### src/rtl/flash_pkg.sv
// Shared constants for the serial-flash word reader: state codes and parameter defaults.
package flash_pkg;

    localparam int unsigned WORD_W_DEF   = 32;
    localparam logic [7:0]  READ_CMD_DEF = 8'h03;

    localparam logic [2:0] StIdle    = 3'd0;
    localparam logic [2:0] StCmd     = 3'd1;
    localparam logic [2:0] StAddr    = 3'd2;
    localparam logic [2:0] StData    = 3'd3;
    localparam logic [2:0] StDeliver = 3'd4;
    localparam logic [2:0] StDesel   = 3'd5;
    localparam logic [2:0] StHold    = 3'd6;

    // States in which the SPI clock runs.
    function automatic logic is_shifting(input logic [2:0] st);
        return (st == StCmd) || (st == StAddr) || (st == StData);
    endfunction

endpackage

### src/rtl/spi_clk_div.sv
// SPI clock divider: flash_clk toggles every CLK_DIV enabled cycles, with rise/fall strobes
// asserted in the clk cycle whose closing edge produces the matching flash_clk edge.
module spi_clk_div #(
    parameter int unsigned CLK_DIV = 2
) (
    input  logic clk,
    input  logic reset,
    input  logic en,
    output logic rise,
    output logic fall,
    output logic sclk
);
    localparam int unsigned CW = (CLK_DIV > 1) ? $clog2(CLK_DIV) : 1;

    logic [CW-1:0] cnt_q;
    logic          wrap;

    assign wrap = en && (cnt_q == CW'(CLK_DIV - 1));
    assign rise = wrap && !sclk;
    assign fall = wrap && sclk;

    // Disabling parks the clock low and restarts the count, so every burst begins cleanly.
    always_ff @(posedge clk or negedge reset) begin
        if (!reset) begin
            cnt_q <= '0;
            sclk  <= 1'b0;
        end else if (!en) begin
            cnt_q <= '0;
            sclk  <= 1'b0;
        end else begin
            cnt_q <= wrap ? '0 : cnt_q + 1'b1;
            if (wrap) begin
                sclk <= !sclk;
            end
        end
    end

endmodule

### src/rtl/flash_word_reader.sv
// SPI mode-0 flash read engine delivering one WORD_W word per fetch_en request.
// Define FLASH_CONT_READ_EN to keep the flash selected between words and skip CMD/ADDR.
module flash_word_reader
    import flash_pkg::*;
#(
    parameter int unsigned       WORD_W     = WORD_W_DEF,
    parameter int unsigned       ADDR_W     = 24,
    parameter logic [ADDR_W-1:0] START_ADDR = '0,
    parameter int unsigned       CLK_DIV    = 2,
    parameter logic [7:0]        READ_CMD   = READ_CMD_DEF
) (
    input  logic              clk,
    input  logic              reset,
    input  logic              fetch_en,
    output logic [WORD_W-1:0] word,
    output logic              word_ready,
    output logic              busy,
    output logic              flash_clk,
    output logic              flash_mosi,
    output logic              flash_csb,
    input  logic              flash_miso,
    input  logic              bypass_en,
    input  logic              host_mosi
);
    localparam int unsigned TX_W      = 8 + ADDR_W;
    localparam int unsigned MAX_BITS  = (WORD_W > ADDR_W) ? WORD_W : ADDR_W;
    localparam int unsigned CNT_W     = $clog2(MAX_BITS + 1);
    localparam int unsigned DESEL_CYC = 2 * CLK_DIV;
    localparam int unsigned DSL_W     = $clog2(DESEL_CYC);

    logic [2:0]        state_q, state_d;
    logic [CNT_W-1:0]  bit_cnt_q, bit_cnt_d;
    logic [DSL_W-1:0]  desel_q, desel_d;
    logic [ADDR_W-1:0] addr_q, addr_d;
    logic [TX_W-1:0]   tx_q, tx_d;
    logic [WORD_W-1:0] shift_q, shift_d;
    logic [WORD_W-1:0] word_q, word_d;
    logic              ready_q, ready_d;
    logic              csb_q, csb_d;
    logic              div_en, spi_rise, spi_fall;

    assign div_en = is_shifting(state_q) && !bypass_en;

    spi_clk_div #(
        .CLK_DIV(CLK_DIV)
    ) u_clk_div (
        .clk  (clk),
        .reset(reset),
        .en   (div_en),
        .rise (spi_rise),
        .fall (spi_fall),
        .sclk (flash_clk)
    );

    always_comb begin
        state_d   = state_q;
        bit_cnt_d = bit_cnt_q;
        desel_d   = desel_q;
        addr_d    = addr_q;
        tx_d      = tx_q;
        shift_d   = shift_q;
        word_d    = word_q;
        ready_d   = 1'b0;

        // Next MOSI bit goes out on each falling edge.
        if (spi_fall) begin
            tx_d = tx_q << 1;
        end

        case (state_q)
            StIdle: begin
                if (fetch_en) begin
                    state_d   = StCmd;
                    bit_cnt_d = '0;
                    tx_d      = {READ_CMD, addr_q};
                end
            end
            StCmd: begin
                if (spi_rise) begin
                    if (bit_cnt_q == CNT_W'(7)) begin
                        state_d   = StAddr;
                        bit_cnt_d = '0;
                    end else begin
                        bit_cnt_d = bit_cnt_q + 1'b1;
                    end
                end
            end
            StAddr: begin
                if (spi_rise) begin
                    if (bit_cnt_q == CNT_W'(ADDR_W - 1)) begin
                        state_d   = StData;
                        bit_cnt_d = '0;
                    end else begin
                        bit_cnt_d = bit_cnt_q + 1'b1;
                    end
                end
            end
            StData: begin
                if (spi_rise) begin
                    shift_d   = {shift_q[WORD_W-2:0], flash_miso};
                    bit_cnt_d = bit_cnt_q + 1'b1;
                end else if (spi_fall && bit_cnt_q == CNT_W'(WORD_W)) begin
                    // Last bit captured and flash_clk is back low.
                    state_d   = StDeliver;
                    bit_cnt_d = '0;
                end
            end
            StDeliver: begin
                word_d  = shift_q;
                ready_d = 1'b1;
                addr_d  = addr_q + ADDR_W'(WORD_W / 8);
                desel_d = '0;
`ifdef FLASH_CONT_READ_EN
                state_d = StHold;
`else
                state_d = StDesel;
`endif
            end
            StDesel: begin
                desel_d = desel_q + 1'b1;
                if (desel_q == DSL_W'(DESEL_CYC - 1)) begin
                    state_d = StIdle;
                end
            end
`ifdef FLASH_CONT_READ_EN
            StHold: begin
                if (fetch_en) begin
                    state_d   = StData;
                    bit_cnt_d = '0;
                end
            end
`endif
            default: state_d = StIdle;
        endcase

        // Host pass-through wins: drop any partial transfer, keep addr and word.
        if (bypass_en) begin
            state_d = StIdle;
            addr_d  = addr_q;
            word_d  = word_q;
            ready_d = 1'b0;
        end

        csb_d = (state_d == StIdle) || (state_d == StDesel);
    end

    always_ff @(posedge clk or negedge reset) begin
        if (!reset) begin
            state_q   <= StIdle;
            bit_cnt_q <= '0;
            desel_q   <= '0;
            addr_q    <= START_ADDR;
            tx_q      <= '0;
            shift_q   <= '0;
            word_q    <= '0;
            ready_q   <= 1'b0;
            csb_q     <= 1'b1;
        end else begin
            state_q   <= state_d;
            bit_cnt_q <= bit_cnt_d;
            desel_q   <= desel_d;
            addr_q    <= addr_d;
            tx_q      <= tx_d;
            shift_q   <= shift_d;
            word_q    <= word_d;
            ready_q   <= ready_d;
            csb_q     <= csb_d;
        end
    end

    assign word       = word_q;
    assign word_ready = ready_q;
    assign flash_csb  = csb_q;
    assign busy       = !((state_q == StIdle) || (state_q == StHold));
    assign flash_mosi = bypass_en ? host_mosi
                      : (((state_q == StCmd) || (state_q == StAddr)) ? tx_q[TX_W-1] : 1'b0);

endmodule

### config.mk
export PLATFORM = sky130hd
export DESIGN_NAME = flash_word_reader
export DESIGN_NICKNAME = d
export VERILOG_FILES = /design/src/rtl/flash_pkg.sv /design/src/rtl/spi_clk_div.sv /design/src/rtl/flash_word_reader.sv
export SDC_FILE = /design/constraint.sdc
export NUM_CORES = 1
export LEC_CHECK = 0
export CAP_MARGIN = 10
export CORE_ASPECT_RATIO = 1.25
export CORE_MARGIN = 8
export CORE_UTILIZATION = 50
export CTS_CLUSTER_SIZE = 20
export DETAILED_ROUTE_END_ITERATION = 12
export GPL_ROUTABILITY_DRIVEN = 0
export PLACE_DENSITY = 0.66
export REMOVE_ABC_BUFFERS = 1
export SLEW_MARGIN = 15
export SYNTH_ARGS = -nofsm -noshare
export SYNTH_HDL_FRONTEND = slang
export SYNTH_HIERARCHICAL = 1
export SYNTH_SLANG_ARGS = --single-unit
### constraint.sdc
create_clock -name clk -period 2.8 [get_ports clk]
set_input_delay 0.84 -clock clk [delete_from_list [all_inputs] [get_ports clk]]
set_output_delay 0.84 -clock clk [all_outputs]
set_load 0.02 [all_outputs]
# Yosys cells after proc, flatten, opt, wreduce, memory -nomap -nowiden
# Cells that the tools add are included.
# word_totals
regBits	135
inputBits	6
# op_classes
addsub	4
n_eq_ne	16
n_mux	30
bitwise	1
reduce_logical	19
# ops
cell	n
2-to-1 mux 32 bit	3
2-to-1 mux 6 bit	7
2-to-1 mux 3 bit	9
adder 24 x 3 -> 24 bit, second input constant	1
one-hot mux 6 bit (4 select lines)	1
one-hot mux 3 bit (6 select lines)	1
== test 3 bit, second input constant	4
2-to-1 mux 1 bit	8
!= test 2 bit, second input constant	4
adder 6 x 1 -> 6 bit, second input constant	1
== test 3 x 2 -> 1 bit, second input constant	2
== test 6 x 3 -> 1 bit, second input constant	1
== test 6 x 5 -> 1 bit, second input constant	1
== test 6 bit, second input constant	1
zero test 3 bit	2
logical AND 1 bit	5
AND reduction 5 bit	1
logical OR 1 bit	4
one-hot mux 2 bit (2 select lines)	1
AND reduction 2 bit	2
nonzero test 4 bit	1
== test 3 x 1 -> 1 bit, second input constant	1
zero test 1 bit	3
!= test 3 x 2 -> 1 bit, second input constant	1
other kinds (5)	5

# Depth between registers and ports, before layout
# Gate-level depths: netlist (run 1).
# depth
depth_word	13
ltp_mapped	11
mapped_depth_nobuf	9

# Modules after synthesis
# Netlist (run 1), hierarchy kept.
# by_module_without_submodules
mod	n_inst	cells_each	area_each_um2	seq_area_each_um2
flash_word_reader	1	444	5622.9	3279.4
spi_clk_div	1	8	88.8	50.0

# Worst setup path before layout (run 1)
# No wires, ideal clock.
# synth_path
kind	input to register
from	input bypass_en
to	register csb_q (netlist: flash_csb)
setup_time_ps	62
arrival_ps	2421
slack_ps	318
cell_stages	8
n_path_buf	0
path_cell_list	nor3_1 -> nand2_1 -> nor2_1 -> inv_1 -> o41a_1 -> a211oi_2 -> xnor2_1 -> o32a_1
# synth_rtl
item	line	text
start: declaration	flash_word_reader.sv:22	input logic bypass_en,
zero test 1 bit (*)	flash_word_reader.sv:42	assign div_en = is_shifting(state_q) && !bypass_en;
logical AND 1 bit (*)	flash_word_reader.sv:42	
logical AND 1 bit (*)	spi_clk_div.sv:18	assign wrap = en && (cnt_q == CW'(CLK_DIV - 1));
logical AND 1 bit (*)	spi_clk_div.sv:19	assign rise = wrap && !sclk;
net spi_rise	flash_word_reader.sv:40	logic div_en, spi_rise, spi_fall;
2-to-1 mux 3 bit (on tied branches)	flash_word_reader.sv:99, flash_word_reader.sv:79, flash_word_reader.sv:89	
one-hot mux 3 bit (6 select lines) (*)	flash_word_reader.sv:70	case (state_q)
2-to-1 mux 3 bit (*)	flash_word_reader.sv:137	if (bypass_en) begin
== test 3 bit / zero test 3 bit (equally long branches)	flash_word_reader.sv:144	csb_d = (state_d == StIdle) || (state_d == StDesel);
logical OR 1 bit (*)	flash_word_reader.sv:144	
net csb_d	flash_word_reader.sv:39	logic csb_q, csb_d;
end signal: assignment	flash_word_reader.sv:167	csb_q <= csb_d;
end: declaration	flash_word_reader.sv:39	
# The timed path passes the listed nets; every way through them passes the cells marked *.
# A chain may end at the register's enable or synchronous reset.

# Worst setup path in the final report (run 1)
# layout_path
from	register state_q[1]
to	output busy
# layout_via
elab_chain_len	3
# layout_rtl
item	line	text
start: declaration	flash_word_reader.sv:31	logic [2:0] state_q, state_d;
start signal: assignment	flash_word_reader.sv:149	state_q <= StIdle;
start signal: assignment	flash_word_reader.sv:159	state_q <= state_d;
== test 3 bit / zero test 3 bit (equally long branches)	flash_word_reader.sv:174	assign busy = !((state_q == StIdle) || (state_q == StHold));
logical OR 1 bit (*)	flash_word_reader.sv:174	
zero test 1 bit (*)	flash_word_reader.sv:174	
end: declaration	flash_word_reader.sv:17	output logic busy,
# Mark *: on every way between the ends. The rest lies on a longest branch, timed or not.

==> results of run 1 <==
cells in the mapped netlist (4+ instances only):
cell	n
nand3_1	19
xnor2_1	20
inv_1	9
dfrtp_1	132
ha_1	4
nor2_1	17
nor3_1	4
mux2_2	65
clkbuf_1	6
nor2b_1	4
mux2i_1	29
o21ai_0	30
xor2_1	4
nand2b_1	7
buf_2	8
nand4_1	7
nand2_1	39
worst paths after layout:
kind | to | startpoint | slack, ns | depth (start not counted)
max in group asynchronous | word[19] | reset | 1.81 | 2
setup reg to reg | flash_csb | state_q[1] | 0.53 | 9
hold / removal | tx_q[30] | reset | 0.35 | 1
setup / recovery | busy | state_q[1] | 0.10 | 3
hold reg to reg | addr_q[23] | addr_q[23] | 0.47 | 1
min in group clk | addr_q[23] | addr_q[23] | 0.47 | 1
cell type report:
type | count | area share
flip-flops and latches | 133 | 0.472
multi-input cells | 288 | 0.317
repair buffers | 63 | 0.0898
clock buffers | 17 | 0.0603
clock inverters | 15 | 0.0323
well taps | 135 | 0.0240
inverters | 9 | 0.00479
repair_timing:
| action | CTS | global route |
|---|---|---|
| gates resized for setup | 2 | 1 |
| hold endpoints to repair | 0 | 0 |
| endpoints found under the setup margin | 1 | 1 |
through the flow:
stage	std cells	hold WS, ns	util
floorplan	430	0.445	-
global placement	628	0.464	0.575
detailed placement	628	0.463	0.575
CTS	660	0.343	0.634
global route	660	0.358	0.633
finish	660	0.349	0.633
registers in the layout, summed over array words and instances (netlist names):
signal and flops:
word_ready 1, bit_cnt_q 6, u_clk_div/sclk 1, shift_q 32, u_clk_div/cnt_q 1, flash_csb 1
state_q 3, desel_q 2, word 32, addr_q 22, tx_q 32
critical path: stages, from the launching register on:
cell and delay [ns]:
dfrtp_1 0.46, nand2b_1 0.26, nand3_1 0.12, clkdlybuf4s50_1 0.60
routing by layer:
layer / vias to the layer above / routed length, um
met5: - / 0
met4: 0 / 152
met3: 13 / 478
met2: 45 / 5000
met1: 1730 / 4660
li1: 1712 / -
power by group through the flow:
stage / clock (mW) / sequential (mW) / combinational (mW)
detailed placement: 0 / 1.97 / 0.153
finish: 2.43 / 1.94 / 0.148
floorplan: 0 / 1.98 / 0.0507
global route: 2.56 / 1.94 / 0.168
global placement: 0 / 1.97 / 0.149
CTS: 2.48 / 1.94 / 0.153
logic make-up (layout without fill, tap and decap cells):
kind of cell | count (synthesis) | after routing | synth area share
AND/OR/NAND/NOR | 117 | 117 | 0.111
multiplexers | 94 | 94 | 0.179
flip-flops | 133 | 133 | 0.583
adder cells (fa/ha/maj) | 4 | 4 | 0.00876
AO/OA/AOI/OAI | 49 | 49 | 0.0539
buffers and inverters | 31 | 104 | 0.0276
XOR/XNOR | 24 | 24 | 0.0368
==> results.tsv, run 1 <==
metric	value	unit
hpwlAfterDp	6.63	mm
final_common_cell	dfrtp_1	
die_area	0.0151	sq mm
yosysWarnings	6	
intPower	3.57	mW
root_buffer	clkbuf_16	
synth.area.top_cells	dfrtp_1, mux2_2, mux2i_1	
ff_latch_area	0.00333	sq mm
cp-start-kind	register	
period_share	0.963	
drt_iter0_drc	133	
pwr-share-comb	0.033	
busiest_layer	met2	
coreArea	0.0111	sq mm
power_frac_seq	0.429	
fin_total_pwr	4.52	mW
placed_cell_area	0.00640	sq mm
end_kind	output pin	
area_growth	23.5	%
ioPinCount	43	
cts_buffers	17	
yosysTopAreaCell	dfrtp_1	
cts_sinks	133	
ys_dominant_reg_cell	dfrtp_1	
fin_setup_tns	0	ns
power-per-cell-area	641	mW/mm^2
use_met3	0.0575	
fin_nets	522	
die_height	135	um
clk_latency	0.41	ns
wirelength	10.3	mm
insertedDiodeCount	0	
swShare	0.209	
final_area	0.00705	sq mm
avgSynthCellArea	12.6	sq um
p_switching	946	uW
maxSlewHeadroom	0.648	
clockBufferDepth	2	
gr-usage-met2	0.236	
finalCriticalPeriod	2.70	ns
cp_max_fo	6	
ant_nets	0	
place_ws	-0.244	ns
met1_usage	0.175	
max-vdd-ir-drop	0.486	mV
grt_max_degree	55	
final_layout_size_suffix_gt1_frac	0.251	
critPathKind	register to output pin	
grt_pass1_vias	3652	
grt_overflow_total	0	
final.setup_skew	0.00848	ns
setup_ws	0.104	ns
grt_first_pass_wirelength	17.9	mm
initial_core_util	0.513	
cts_htree_levels	4	
portBuffers	42	
leakage	3.21	nW
fill_cells	892	
hold_class	input pin to async pin	
cp.arrival	1.86	ns
tightest_slew	0.528	ns
synth_area	0.00571	sq mm
grt_setup_unrepaired	false	
cts_hold_buffers	0	
wire_per_inst	15.6	um
post_cts_buffers	0	
netlist-cell-type-count	48	
synth-seq-cells	133	
dr_total_vias	3500	
setup_viol	0	
drt_pass1_iterations	4	
avgViaCountPerCell	5.30	
hold_viol_final	0	
status	finished clean	
synth_top_area_frac	0.578	
power_frac_clock	0.538	
row_count	43	
final_cell_mix	dfrtp_1, mux2_2, clkdlybuf4s50_1	
path_clk_slew	0.06	ns
maxCapViolCount	0	
grt.total_usage	0.147	
cts_tree	built	
slew_viol_final	0	
synth-edff-count	0	
max_freq	371	MHz
synthArstFlopShare	1.00	
drc_errors	0	
multiInputGateArea	0.00223	sq mm
grt_antenna_before_repair	0	
yosysSeqAreaShare	0.583	
die_w	112	um
synth_cells	452	
required	1.96	ns
No activity file was read; power rests on OpenSTA's default activity.
==> run 2: changes to the inputs <==
- clock period: 2.8 -> 2.6 ns (I/O delays scaled with it)
==> run 2 against run 1 <==
Compared with the run above: hold slack worse by 0.15 ns; via count shrank 0.23%; die area is the same; power grew 6.0%; clock-buffer cell count up 1; sequential cell count stayed put; utilization about the same; cell area barely moved; global-route usage increased by 0.20 points; sequential share of layout area is essentially flat; critical endpoint is now flash_mosi; largest cell class unchanged.
==> results.tsv, run 2 (same netlist as run 1, synthesis figures left out) <==
metric	value	unit	change
status	finished clean		
stdcell_count	660		unchanged
grt_setup_unrepaired	false		
swShare	0.212		+0.00229
end_kind	output pin		
final.setup_skew	0.00789	ns	-0.000587 ns
initial_core_util	0.513		unchanged
dp.cells	628		unchanged
coreArea	0.0111	sq mm	unchanged
die_height	135	um	unchanged
tightest_slew	0.505	ns	-0.0230 ns
root_buffer	clkbuf_16		
grt_pass1_vias	3684		+0.88%
grt_max_degree	78		+42%
fin_nets	522		unchanged
portBuffers	42		unchanged
setup_viol	0		unchanged
max_freq	413	MHz	
required	1.82	ns	-0.14 ns
max-vdd-ir-drop	0.559	mV	+15%
wirelength	10.2	mm	-1.3%
cts_htree_levels	4		unchanged
hpwlAfterDp	6.58	mm	-0.78%
avgViaCountPerCell	5.29		-0.23%
maxCapViolCount	0		unchanged
critPathKind	input pin to output pin		
cts_sinks	133		unchanged
cpLargestDelayFamily	buffers and inverters		
slew_viol_final	0		unchanged
finalCriticalPeriod	2.42	ns	
dr_total_vias	3492		-0.23%
wire_per_inst	15.4	um	-1.3%
hold_class	input pin to async pin		
multiInputGateArea	0.00223	sq mm	unchanged
critPathMaxStageDelay	0.41	ns	-0.19 ns
crit_chain	clkdlybuf4s50_1, a32o_1, clkdlybuf4s15_2		
power_frac_seq	0.436		+0.007
final_layout_size_suffix_gt1_frac	0.251		unchanged
final_cell_mix	dfrtp_1, mux2_2, nand2_1		
drc_errors	0		unchanged
leakage	3.21	nW	about the same
grt_first_pass_wirelength	18.3	mm	+2.1%
pwr-share-comb	0.032		about the same
clockBufferDepth	2		unchanged
die_w	112	um	unchanged
cp-start-kind	input pin		
die_area	0.0151	sq mm	unchanged
placed_cell_area	0.00642	sq mm	+0.20%
crit_start	host_mosi		
grt.total_usage	0.149		+0.00203
cp_max_fo	1		-5
maxSlewHeadroom	0.663		+0.0153
p_switching	1.01	mW	+7.2%
critPathBufInv	2		+1
fill_cells	847		-5.0%
drt_iter0_drc	128		-3.8%
final_area	0.00705	sq mm	about the same
cts_tree	built		
ant_nets	0		unchanged
final_common_cell	dfrtp_1		
period_share	0.931		
hold_viol_final	0		unchanged
clk_latency	0.41	ns	about the same
intPower	3.78	mW	+5.7%
grt_antenna_before_repair	0		unchanged
grt_overflow_total	0		unchanged
drt_pass1_iterations	5		+1
ioPinCount	43		unchanged
power_frac_clock	0.533		-0.005
area_growth	23.5	%	about the same
fin_util	0.633		about the same
crit_slowest_cell	clkdlybuf4s50_1		
cp.arrival	1.64	ns	-0.22 ns
insertedDiodeCount	0		unchanged
path_clk_slew	0.06	ns	about the same
fin_total_pwr	4.79	mW	+6.0%
power-per-cell-area	679	mW/mm^2	+6.0%
ff_latch_area	0.00333	sq mm	unchanged
row_count	43		unchanged
cts_buffers	17		unchanged
r2r-start	state_q[2]		
==> run 2: changes by cell type in the layout (fill, tap and decap cells not counted), sizes merged <==
cell | previous run | this run
clkdlybuf4s50 | 40 | 38
inv | 11 | 12
clkdlybuf4s15 | 0 | 1
dlygate4sd2 | 0 | 2
clkinv | 6 | 5
bufinv | 5 | 4
==> run 2: worst reg2reg max path: stages, from the launching register on <==
cell and delay [ns]:
dfrtp_1 0.45, nor3_1 0.32, nand2_1 0.09, nor2_1 0.14
buf_4 0.16, nor2b_1 0.06, a211o_1 0.34, nor3_1 0.15
buf_4 0.16, nand4_1 0.08, o21ai_0 0.08
==> run 2: timing repair <==
action,in CTS,in global routing
buffers inserted,0,0
resized for setup,5,0
hold buffers,0,0
endpoints found under the setup margin,2,0
==> run 2: metrics by stage <==
| stage | hold slack, ns | TNS [ns] | setup slack (ns) |
|---|---|---|---|
| CTS | 0.182 | 0 | 0.176 |
| global placement | 0.462 | -9.87 | -0.313 |
| floorplan | 0.445 | -34.62 | -0.650 |
| detailed placement | 0.466 | -11.49 | -0.320 |
| global route | 0.184 | 0 | 0.148 |
| finish | 0.196 | 0 | 0.180 |
==> run 2: metal layers <==
layer | GRT usage | routed length (um) | part of all wire | vias to the layer above
met1 | 0.181 | 4500 | 0.44 | 1718
met3 | 0.0584 | 550 | 0.054 | 14
met4 | 0.0571 | 142 | 0.014 | 0
li1 | - | - | - | 1708
met5 | 0 | 0 | 0 | -
met2 | 0.235 | 4970 | 0.49 | 52
==> run 2: power groups by stage <==
stage | logic (mW) | clock network, mW | registers [mW]
CTS | 0.156 | 2.60 | 2.09
finish | 0.151 | 2.55 | 2.09
global route | 0.175 | 2.70 | 2.09
detailed placement | 0.156 | 0 | 2.12
floorplan | 0.0546 | 0 | 2.13
global placement | 0.155 | 0 | 2.12
==> run 2: final cells by class <==
| type | instances | area share |
|---|---|---|
| repair buffers | 63 | 0.0921 |
| flip-flops and latches | 133 | 0.472 |
| inverters | 9 | 0.00479 |
| multi-input cells | 288 | 0.317 |
| clock inverters | 14 | 0.0284 |
| clock buffers | 18 | 0.0623 |
| well taps | 135 | 0.0239 |
==> run 2: final timing paths <==
path	slack [ns]	cells past startpoint	to
max in group asynchronous	1.78	2	word[12]
setup reg to reg	0.50	10	bit_cnt_q[3]
setup / recovery	0.18	3	flash_mosi
min in group clk	0.47	1	addr_q[23]
hold reg to reg	0.47	1	addr_q[23]
hold / removal	0.20	1	bit_cnt_q[3]
